### src/rtl/rv_enc_pkg.sv
// Shared RV32I encoder types: opcode/funct3 constants, request op and FSM state enums.
// Used by rv_enc_format and rv_instr_encoder (feature macro RV_ENC_RANGE_CHECK_EN lives there).
package rv_enc_pkg;

    localparam logic [6:0] OPC_OP_IMM = 7'b0010011;
    localparam logic [6:0] OPC_LOAD   = 7'b0000011;
    localparam logic [6:0] OPC_BRANCH = 7'b1100011;
    localparam logic [6:0] OPC_OP     = 7'b0110011;

    localparam logic [2:0] F3_ADDI = 3'b000;
    localparam logic [2:0] F3_LW   = 3'b010;
    localparam logic [2:0] F3_BNE  = 3'b001;
    localparam logic [2:0] F3_ADD  = 3'b000;

    typedef enum logic [1:0] {
        OP_ADDI = 2'b00,
        OP_LW   = 2'b01,
        OP_BNE  = 2'b10,
        OP_ADD  = 2'b11
    } op_e;

    typedef enum logic [1:0] {
        S_IDLE,
        S_ACCEPT,
        S_HOLD,
        S_DONE
    } state_e;

endpackage

### src/rtl/rv_enc_format.sv
// Combinational packing of an encode request into an RV32I word, plus the immediate
// range flag (only meaningful when RV_ENC_RANGE_CHECK_EN is defined, otherwise 0).
module rv_enc_format
    import rv_enc_pkg::*;
(
    input  op_e         op,
    input  logic [4:0]  rd,
    input  logic [4:0]  rs1,
    input  logic [4:0]  rs2,
    input  logic [12:0] imm,
    output logic [31:0] word,
    output logic        range_bad
);

    always_comb begin
        word = '0;
        unique case (op)
            OP_ADDI: word = {imm[11:0], rs1, F3_ADDI, rd, OPC_OP_IMM};
            OP_LW:   word = {imm[11:0], rs1, F3_LW, rd, OPC_LOAD};
            OP_BNE:  word = {imm[12], imm[10:5], rs2, rs1, F3_BNE, imm[4:1], imm[11], OPC_BRANCH};
            OP_ADD:  word = {7'b0000000, rs2, rs1, F3_ADD, rd, OPC_OP};
        endcase
    end

`ifdef RV_ENC_RANGE_CHECK_EN
    // A 13-bit signed value fits 12 bits iff its top two bits agree; any even
    // 13-bit value is already inside the branch range, so only oddness fails.
    always_comb begin
        range_bad = 1'b0;
        unique case (op)
            OP_ADDI, OP_LW: range_bad = (imm[12] != imm[11]);
            OP_BNE:         range_bad = imm[0];
            OP_ADD:         range_bad = 1'b0;
        endcase
    end
`else
    logic unused_imm0;
    assign unused_imm0 = imm[0];
    assign range_bad   = 1'b0;
`endif

endmodule

### src/rtl/rv_instr_encoder.sv
// RV32I instruction encoder that streams encoded words into an instruction memory.
// Define RV_ENC_RANGE_CHECK_EN to reject out-of-range immediates and raise sticky err.
module rv_instr_encoder
    import rv_enc_pkg::*;
#(
    parameter int DATA_WIDTH = 32,
    parameter int ADDR_WIDTH = 8
) (
    input  logic                  clk,
    input  logic                  rst,
    input  logic                  start,
    input  logic                  req_valid,
    output logic                  req_ready,
    input  logic [1:0]            req_op,
    input  logic [4:0]            req_rd,
    input  logic [4:0]            req_rs1,
    input  logic [4:0]            req_rs2,
    input  logic [12:0]           req_imm,
    output logic                  wr_en,
    output logic [ADDR_WIDTH-1:0] wr_addr,
    output logic [DATA_WIDTH-1:0] wr_data,
    input  logic                  wr_ready,
    output logic                  done,
    output logic                  err
);

    state_e      state;
    logic [31:0] enc_word;
    logic        range_bad;
    logic        reject;
    logic        last_word;

    rv_enc_format u_format (
        .op        (op_e'(req_op)),
        .rd        (req_rd),
        .rs1       (req_rs1),
        .rs2       (req_rs2),
        .imm       (req_imm),
        .word      (enc_word),
        .range_bad (range_bad)
    );

`ifdef RV_ENC_RANGE_CHECK_EN
    logic err_q;
    assign reject = range_bad;
    assign err    = err_q;
`else
    logic unused_range;
    assign unused_range = range_bad;
    assign reject       = 1'b0;
    assign err          = 1'b0;
`endif

    // The last word keeps its address in DONE, so the counter never wraps.
    assign last_word = &wr_addr[ADDR_WIDTH-1:2];

    always_ff @(posedge clk) begin
        if (rst) begin
            state     <= S_IDLE;
            wr_en     <= 1'b0;
            wr_addr   <= '0;
            wr_data   <= '0;
            req_ready <= 1'b0;
            done      <= 1'b0;
`ifdef RV_ENC_RANGE_CHECK_EN
            err_q     <= 1'b0;
`endif
        end else begin
            unique case (state)
                S_IDLE, S_DONE: begin
                    if (start) begin
                        state     <= S_ACCEPT;
                        wr_addr   <= '0;
                        req_ready <= 1'b1;
                        done      <= 1'b0;
`ifdef RV_ENC_RANGE_CHECK_EN
                        err_q     <= 1'b0;
`endif
                    end
                end
                S_ACCEPT: begin
                    if (req_valid) begin
                        if (reject) begin
`ifdef RV_ENC_RANGE_CHECK_EN
                            err_q <= 1'b1;
`endif
                        end else begin
                            wr_data   <= DATA_WIDTH'(enc_word);
                            wr_en     <= 1'b1;
                            req_ready <= 1'b0;
                            state     <= S_HOLD;
                        end
                    end
                end
                S_HOLD: begin
                    if (wr_ready) begin
                        wr_en <= 1'b0;
                        if (last_word) begin
                            state <= S_DONE;
                            done  <= 1'b1;
                        end else begin
                            wr_addr   <= wr_addr + ADDR_WIDTH'(4);
                            req_ready <= 1'b1;
                            state     <= S_ACCEPT;
                        end
                    end
                end
                default: state <= S_IDLE;
            endcase
        end
    end

endmodule
### config.mk
export PLATFORM = sky130hd
export DESIGN_NAME = rv_instr_encoder
export DESIGN_NICKNAME = d
export VERILOG_FILES = /design/src/rtl/rv_enc_pkg.sv /design/src/rtl/rv_enc_format.sv /design/src/rtl/rv_instr_encoder.sv
export SDC_FILE = /design/constraint.sdc
export NUM_CORES = 1
export LEC_CHECK = 0
export BUFFER_PORTS_ARGS = -buffer_cell sky130_fd_sc_hd__buf_2
export CAP_MARGIN = 20
export CORE_ASPECT_RATIO = 0.6
export CORE_MARGIN = 4
export CORE_UTILIZATION = 47
export DETAILED_ROUTE_END_ITERATION = 16
export GPL_TIMING_DRIVEN = 0
export PLACE_DENSITY_LB_ADDON = 0.1
export SETUP_SLACK_MARGIN = 0.2
export SYNTH_ARGS = -nofsm -noshare
export SYNTH_HDL_FRONTEND = slang
export SYNTH_SLANG_ARGS = --single-unit
export TNS_END_PERCENT = 100
### constraint.sdc
create_clock -name clk -period 2.7 [get_ports clk]
set_input_delay 0.54 -clock clk [delete_from_list [all_inputs] [get_ports clk]]
set_output_delay 0.54 -clock clk [all_outputs]
set_load 0.01 [all_outputs]
# Word level (Yosys, flattened, before mapping)

Cells that the tools add are included.
W data, S select, Z words.

Output and inout port bits: 44
Memories kept: 0
ROM bits: 0
Memory bits (writable): 0
Register bits after elaboration: 45
Bits in latches: 0

Bitwise logic cells: 0
Equal/unequal tests: 11
Shift operators: 0
Divide/modulo/power cells: 0
Magnitude comparators: 0
Muxes and demuxes: 22
$mul: 0
Add/subtract/negate cells: 1
Reduce and logical (&&, ||, !) cells: 12

Operators by type and width:

| kind                  | count |
|---|---|
| $pmux W32 S4          | 1 |
| $mux W8               | 3 |
| $pmux W8 S2           | 1 |
| $reduce_and A4 Y1     | 3 |
| $ne A2 B2 Y1 const B  | 5 |
| $mux W1               | 9 |
| $add A8 B3 Y8 const B | 1 |
| $eq A2 B2 Y1 const B  | 4 |
| $mux W2               | 4 |
| $pmux W2 S3           | 1 |
| $reduce_and A3 Y1     | 2 |
| $reduce_and A6 Y1     | 1 |
| $eq A2 B1 Y1 const B  | 2 |
| $logic_not A2 Y1      | 2 |
| $pmux W1 S2           | 2 |
| $reduce_bool A2 Y1    | 2 |
| $pmux W1 S3           | 1 |
| $reduce_and A2 Y1     | 1 |
| $reduce_or A2 Y1      | 1 |

# Depth between registers and ports, before layout

Gate-level depths: netlist (run 1).

Word-level depth: 4
Gate-level depth with buffers: 7

# By module

Synthesis (run 1) repeated with hierarchy kept, for this count alone.

Cells, all modules: 272
Area total of the unflattened synthesis: 2194.6 um^2

Modules (own cells, without submodules):

| module           | instances | area an instance (um^2) | cells each |
|---|---|---|---|
| rv_instr_encoder | 1         | 1815.5                  | 225 |
| rv_enc_format    | 1         | 379.1                   | 47 |

# Least setup slack after synthesis (run 1)

Ideal clock, no wire load.

Path kind: reg-to-reg
Start: register state[0]
End: register wr_addr[5]
Stages on the path, launching flop included: 8
Arrival time: 2.000 ns
Library setup time: 0.075 ns
Buffers on the path: 1
Path slack: 0.625 ns
Cells stage by stage: dfxtp_1 inv_1 ha_1 nor2b_4 or3_1 buf_2 or4b_1 a31oi_1

Cells in the longest elaborated chain, start to end: 4
Elaborated cells on any way between the ends: 10
Classes of those cells: eq/ne (5); mux (1); reduce/logical (4)

Ends and longest elaborated chain:

| what                                                         | RTL line                | text |
|---|---|---|
| from (decl)                                                  | rv_instr_encoder.sv:27  | `state_e state;` |
| from (signal assigned)                                       | rv_instr_encoder.sv:59  | `state <= S_IDLE;` |
| from (signal assigned)                                       | rv_instr_encoder.sv:72  | `state <= S_ACCEPT;` |
| from (signal assigned)                                       | rv_instr_encoder.sv:91  | `state <= S_HOLD;` |
| $eq A2 B2 Y1 or $logic_not A2 Y1 (tied branches)             | rv_instr_encoder.sv:69  | `unique case (state)` |
| $reduce_or A2 Y1                                             | rv_instr_encoder.sv:69  |  |
| $ne A2 B2 Y1 (no line) or $reduce_bool A2 Y1 (tied branches) | -                       |  |
| $reduce_and A4 Y1 (no line)                                  | -                       |  |
| to (signal assigned)                                         | rv_instr_encoder.sv:102 | `wr_addr <= wr_addr + ADDR_WIDTH'(4);` |
| to (decl)                                                    | rv_instr_encoder.sv:20  | `output logic [ADDR_WIDTH-1:0] wr_addr,` |

Parallel ways exist; a longest one is shown, timed or not.
A chain may end at the register's enable or synchronous reset.

# Final worst setup path (run 1)

Ends and elaborated chain as after synthesis.

==> results.md, run 1 <==
* Outcome: finished clean
* Gate Count Post-Synth at 213
* IO Port Bufs at 72
* Main synth FF type: dfxtp_1
* FP Rows at 16
* Core ar. at around 0.0034 sq mm
* Post-route ant nets at 0
* Worst-margin pin slew at 0.506 ns
* Crit start category: flop
* Placer Congestion at just under 0.8
* CTS sink cnt at 38
* Ys async rst share at 0%
* Flops & latches, synth at 38
* Clock Skew at 0.00364 ns
* Maximum root-to-sink buffer count at 2
* Gates resized, CTS repair at 0
* DR vias at ~1800
* Synth-to-Final Area Change at 29.6%
* Nets at 341
* Most frequent cells in the layout: buf_2 (73), dfxtp_1 (38), nor2_1 (25)
* Clk_lat worst skew at 0.28 ns
* Max FO, Critical Path at 8
* Maximum clock rate at 449 MHz
* Pwr/cell area at 576 mW/mm^2
* Setup TNS at 0 ns
* GR Overflow Total at 0
* Die area at 0.00487 sq mm
* Post-DP HPWL at 3600 microns
* # IOs at 79
* Die Y at 55.7 microns
* Clock root buffer: clkbuf_8
* Pins Over Slew Limit at 0
* RSZ-0062 raised after global routing: false
* Diode count at 0
* Die W at a little under 90 microns
* Cell leakage power at approximately 1.1 nW
* Synthesized area per cell at ~8.4 sq um
* HP Class: flop to flop
* GRT Total Usage at 18.4%
* Avg WL per Cell at 13.4 microns
* Drt first pass iters at 4
* Crit. End Element: flop
* CTS tree: built
* Yosys cell types at 36
* Drt drc at 0
* Synthesized cell area at 0.00178 sq mm
* Synth warn at 0
* Number of CTS-inserted buffers at 5
* Post-CTS Setup Repair Bufs at 0
* Largest net degree at the start of global routing at 12
* Final setup fails at 0
* Iteration-0 DRC Markers at 109
* Kind of critical path: flop to flop
* CTS HTree Levels at 2
* Antenna violations before repair at 0
* Period utilisation layout at 82.5%
* # hold bufs at CTS at 0
* Most common cell after layout, fill and taps aside: buf_2
* Share of cells above drive strength 1 at 30.2%
* Post-synth EDFFs at 0
* Rel. slew slack at 66.3%
* Arr. time, crit path at 2.44 ns
* Vias per cell at 5.12
* Vias in the first global route at 1539
* CP Data Required Time at 2.91 ns
* Final Critical Period at 2.23 ns
* Worst-path clk slew at 0.07 ns
* Worst VDD drop at 0.295 mV
* Max-Cap Viols at 0
* WL final at 4600 microns
* Final std cells w/o fill at 343
* First-pass GRT wire length at 7400 microns
* Seq/Total Area, Yosys at between 40 and 50%
* Final hold viol count at 0
* Initial Util at 51.7%
* Placed cells at 335
-- critical path: stages, from the launching register on --
cell and delay, ns:
dfxtp_1 0.36, inv_1 0.05, ha_1 0.37, nor2b_4 0.17, or3_1 0.36, buf_2 0.17
or4b_1 0.50, a31oi_1 0.17
-- cell type report --
type                            count  area, sq um
Buffer                             20          106
Clock buffer                        7         86.3
Clock inverter                      1         5.00
Fill cell                         328         1140
Inverter                            6         22.5
Multi-Input combinational cell    154          908
Sequential cell                    38          761
Tap cell                           45         56.3
Timing Repair Buffer               72          360
-- final timing paths --
kind	depth (start not counted)	end	slack (ns)	startpoint
max	7	wr_addr[5]	0.47	state[0]
min	2	wr_data[16]	0.45	wr_data[16]
max reg2reg	7	wr_addr[5]	0.47	state[0]
min reg2reg	2	wr_data[16]	0.45	wr_data[16]
-- logic make-up after synthesis --
| group | count (synthesis) | share of synthesized area, % |
|---|---|---|
| AND/OR/NAND/NOR | 89 | 24.8 |
| multiplexers | 1 | 0.563 |
| adder cells (fa/ha/maj) | 9 | 6.33 |
| other | 1 | 0.211 |
| buffers and inverters | 26 | 7.24 |
| AO/OA/AOI/OAI | 49 | 18.1 |
| flip-flops | 38 | 42.8 |
-- registers in the layout (all words and copies together), names as in the netlist --
name	count
done	1
req_ready	1
state	2
wr_addr	6
wr_data	27
wr_en	1
-- report_power, final --
group,switching [mW],internal [mW],total (mW)
logic,0.178,0.132,0.310
registers,0.0210,0.602,0.623
clock network,0.188,0.206,0.394
total,0.387,0.940,1.33
-- per-stage QoR --
step / hold slack (ns) / utilization [%] / instance area (sq um) / setup slack [ns] / total power [mW]
after detailed placement: 0.446 / 64.3 / 2210 / 0.498 / 0.945
after global routing: 0.480 / 67.0 / 2310 / 0.381 / 1.40
after floorplan: 0.471 / - / 1800 / 0.625 / 0.832
after CTS: 0.456 / 67.0 / 2310 / 0.473 / 1.33
after global placement: 0.440 / 64.3 / 2210 / 0.510 / 0.939
final: 0.454 / 67.0 / 2310 / 0.472 / 1.33
-- layer usage --
layer / routed length [microns] / track usage, % / part of all wire, % / vias to the layer above
met5: 0 / 0 / 0 / -
met4: 13 / 2.63 / 0.28 / 0
met3: 408 / 5.33 / 8.9 / 2
met2: 1820 / 25.5 / 39 / 60
met1: 2370 / 28.4 / 51 / 788
li1: - / - / - / 906
-- Yosys cell counts (6+ instances only) --
cell type	count	area, sq um
dfxtp_1	38	761
nor2_1	25	93.8
nand2_1	21	78.8
nor3_1	15	75.1
a21oi_1	14	70.1
a221oi_1	11	96.3
clkbuf_1	10	37.5
ha_1	9	113
buf_4	8	60.1
o21ai_0	8	40.0
a22oi_1	6	45.0
inv_1	6	22.5
nand3_1	6	30.0
Note: power is estimated with default switching activity, not from simulation.
==> run 2: changes to the inputs <==
--- a/config.mk
+++ b/config.mk
@@ -9,7 +9,7 @@
 export CAP_MARGIN = 20
 export CORE_ASPECT_RATIO = 0.6
 export CORE_MARGIN = 4
-export CORE_UTILIZATION = 47
+export CORE_UTILIZATION = 42
 export DETAILED_ROUTE_END_ITERATION = 16
 export GPL_TIMING_DRIVEN = 0
 export PLACE_DENSITY_LB_ADDON = 0.1
==> constraint.sdc (replaced) <==
create_clock -name clk -period 2 [get_ports clk]
set_input_delay 0.4 -clock clk [delete_from_list [all_inputs] [get_ports clk]]
set_output_delay 0.4 -clock clk [all_outputs]
set_load 0.01 [all_outputs]
==> run 2 against run 1 <==
  * Maximum frequency up 19%
  * Combinational power up 54%
  * Register-to-register slack worse by 0.34 ns
  * Sequential power up 36%
  * Cell count up 5.8%
  * Clock skew up 0.0012 ns
  * Power up 49%
==> results.md, run 2 (synthesized netlist as in run 1, its figures left out) <==
* Outcome: finished clean
* Vias per cell at 4.97
* Antenna violations before repair at 0
* Rel. slew slack at 64.7%
* Fillers at 393
* Cell leakage power at 1.13 nW
* Final std cells w/o fill at 363
* DR vias at 1804
* HP Class: input port to flop
* Clock Skew at 0.00482 ns
* Share of cells above drive strength 1 at 35.6%
* Kind of critical path: flop to flop
* # IOs at 79
* Number of CTS-inserted buffers at 5
* Pwr/cell area at between 800 and 900 mW/mm^2
* Worst Setup SP: state[0]
* Most common cell after layout, fill and taps aside: buf_2
* Avg WL per Cell at 13.1 microns
* GRT Total Usage at 18.4%
* Post-DP HPWL at 3650 microns
* Nets at 346
* FP Rows at 18
* Sequential Power Share at 42.9%
* Maximum root-to-sink buffer count at 2
* Final setup fails at 0
* Reg2reg start: state[0]
* Diode count at 0
* GR Overflow Total at 0
* Worst VDD drop at 0.634 mV
* CTS sink cnt at 38
* Crit start category: flop
* RSZ-0062 raised after global routing: true
* Maximum clock rate at 535 MHz
* Worst-path clk slew at 0.08 ns
* Worst path top cell family by delay: simple AND/OR/NAND/NOR gates
* CP Data Required Time at 2.22 ns
* Post-route ant nets at 0
* Largest registers: wr_data: 27 flops, wr_addr: 6 flops, state: 2 flops
* Pins Over Slew Limit at 0
* Clock root buffer: clkbuf_8
* Worst path slowest cell: or4b_1
* Initial Util at 43.4%
* CTS tree: built
* Die W at 92.0 microns
* Max reg flops at 27
* IO Port Bufs at 72
* Critical path buffers and inverters at 2
* Most frequent cells in the layout: buf_2 (73), dfxtp_1 (36), nor2_1 (24)
* Internal cell power at 1.41 mW
* Synth-to-Final Area Change at 36.4%
* First-pass GRT wire length at approximately 8000 microns
* Final hold viol count at 0
* Combinational share of power at 24.2%
* CP peak stage delay at 0.46 ns
* Drt drc at 0
* Die area at 0.00538 sq mm
* WL final at 4750 microns
* Placed cells at 350
* Sw Ratio at 28.4%
* Vias in the first global route at 1616
* Crit. End Element: flop
* Setup TNS at 0 ns
* Final core occ at 59.2%
* CTS HTree Levels at 2
* Period utilisation layout at approximately 93%
* Hold Path Origin: req_rs1[0]
* # hold bufs at CTS at 0
* Arr. time, crit path at 2.09 ns
* Most flop-heavy register: wr_data
* Core ar. at 0.00410 sq mm
* Final Critical Period at 1.87 ns
* Max-Cap Viols at 0
* Clock share of power at 32.9%
* Placer Congestion at 0.781
* Drt first pass iters at 4
* Worst-margin pin slew at 0.529 ns
* Die Y at 58.4 microns
* Psw at 0.560 mW
* Max FO, Critical Path at 4
* Iteration-0 DRC Markers at 95
* CP Cell Sequence: inv_2, ha_4, nor2_2, or3_1, buf_6, or4b_1, a31oi_1
* Clk_lat worst skew at 0.29 ns
* Largest net degree at the start of global routing at 13
==> run 2: worst paths after layout <==
check | endpoint | slack, ns | cells after the start
worst max-delay path | wr_addr[7] | 0.13 | 7
worst min-delay path | wr_data[15] | 0.34 | 3
worst max register to register | wr_addr[7] | 0.13 | 7
worst min register to register | wr_data[19] | 0.46 | 2
==> run 2: what timing repair did <==
action                                  CTS  global route
setup buffers                             4             1
pin swaps                                 1             1
hold endpoints to repair                  0             0
gates cloned                              0             0
resized for setup                         3            14
endpoints found under the setup margin    2            28
==> run 2: layout make-up <==
class                           count  area [sq um]  area share [%]
Clock buffer                        6          72.6            2.99
Sequential cell                    38           763            31.5
Tap cell                           60          75.1            3.09
Buffer                             20           121            5.00
Clock inverter                      2          37.5            1.55
Timing Repair Buffer               77           398            16.4
Inverter                            6          22.5           0.928
Multi-Input combinational cell    154           936            38.6
==> run 2: layer usage <==
metal  track usage, %  part of all wire (%)  routed length, microns
met2             24.4                    37                    1780
met3             6.51                   8.8                     416
met4             5.07                  0.78                      37
met5                0                     0                       0
met1             27.8                    53                    2510
==> run 2: per-stage QoR <==
step	hold WS, ns	total power, mW	setup WS (ns)	cell area [sq um]
2_1_floorplan	0.476	1.14	0.178	1820
3_3_place_gp	0.442	1.30	0.0541	2260
3_5_place_dp	0.447	1.30	0.0256	2260
4_1_cts	0.332	1.98	0.0988	2400
5_1_grt	0.320	2.09	0.0375	2430
6_report	0.341	1.97	0.132	2430
==> run 2: worst register-to-register path, stage by stage, from the launching register on <==
cell     delay (ns)
dfxtp_2        0.34
inv_2          0.04
ha_4           0.27
nor2_2         0.04
or3_1          0.37
buf_6          0.13
or4b_1         0.46
a31oi_1        0.13
==> run 2: power by group through the flow <==
stage	clock network, mW	registers (mW)	logic [mW]
2_1_floorplan	0	0.886	0.258
3_3_place_gp	0	0.864	0.432
3_5_place_dp	0	0.864	0.434
4_1_cts	0.669	0.846	0.467
5_1_grt	0.705	0.853	0.531
6_report	0.650	0.846	0.477
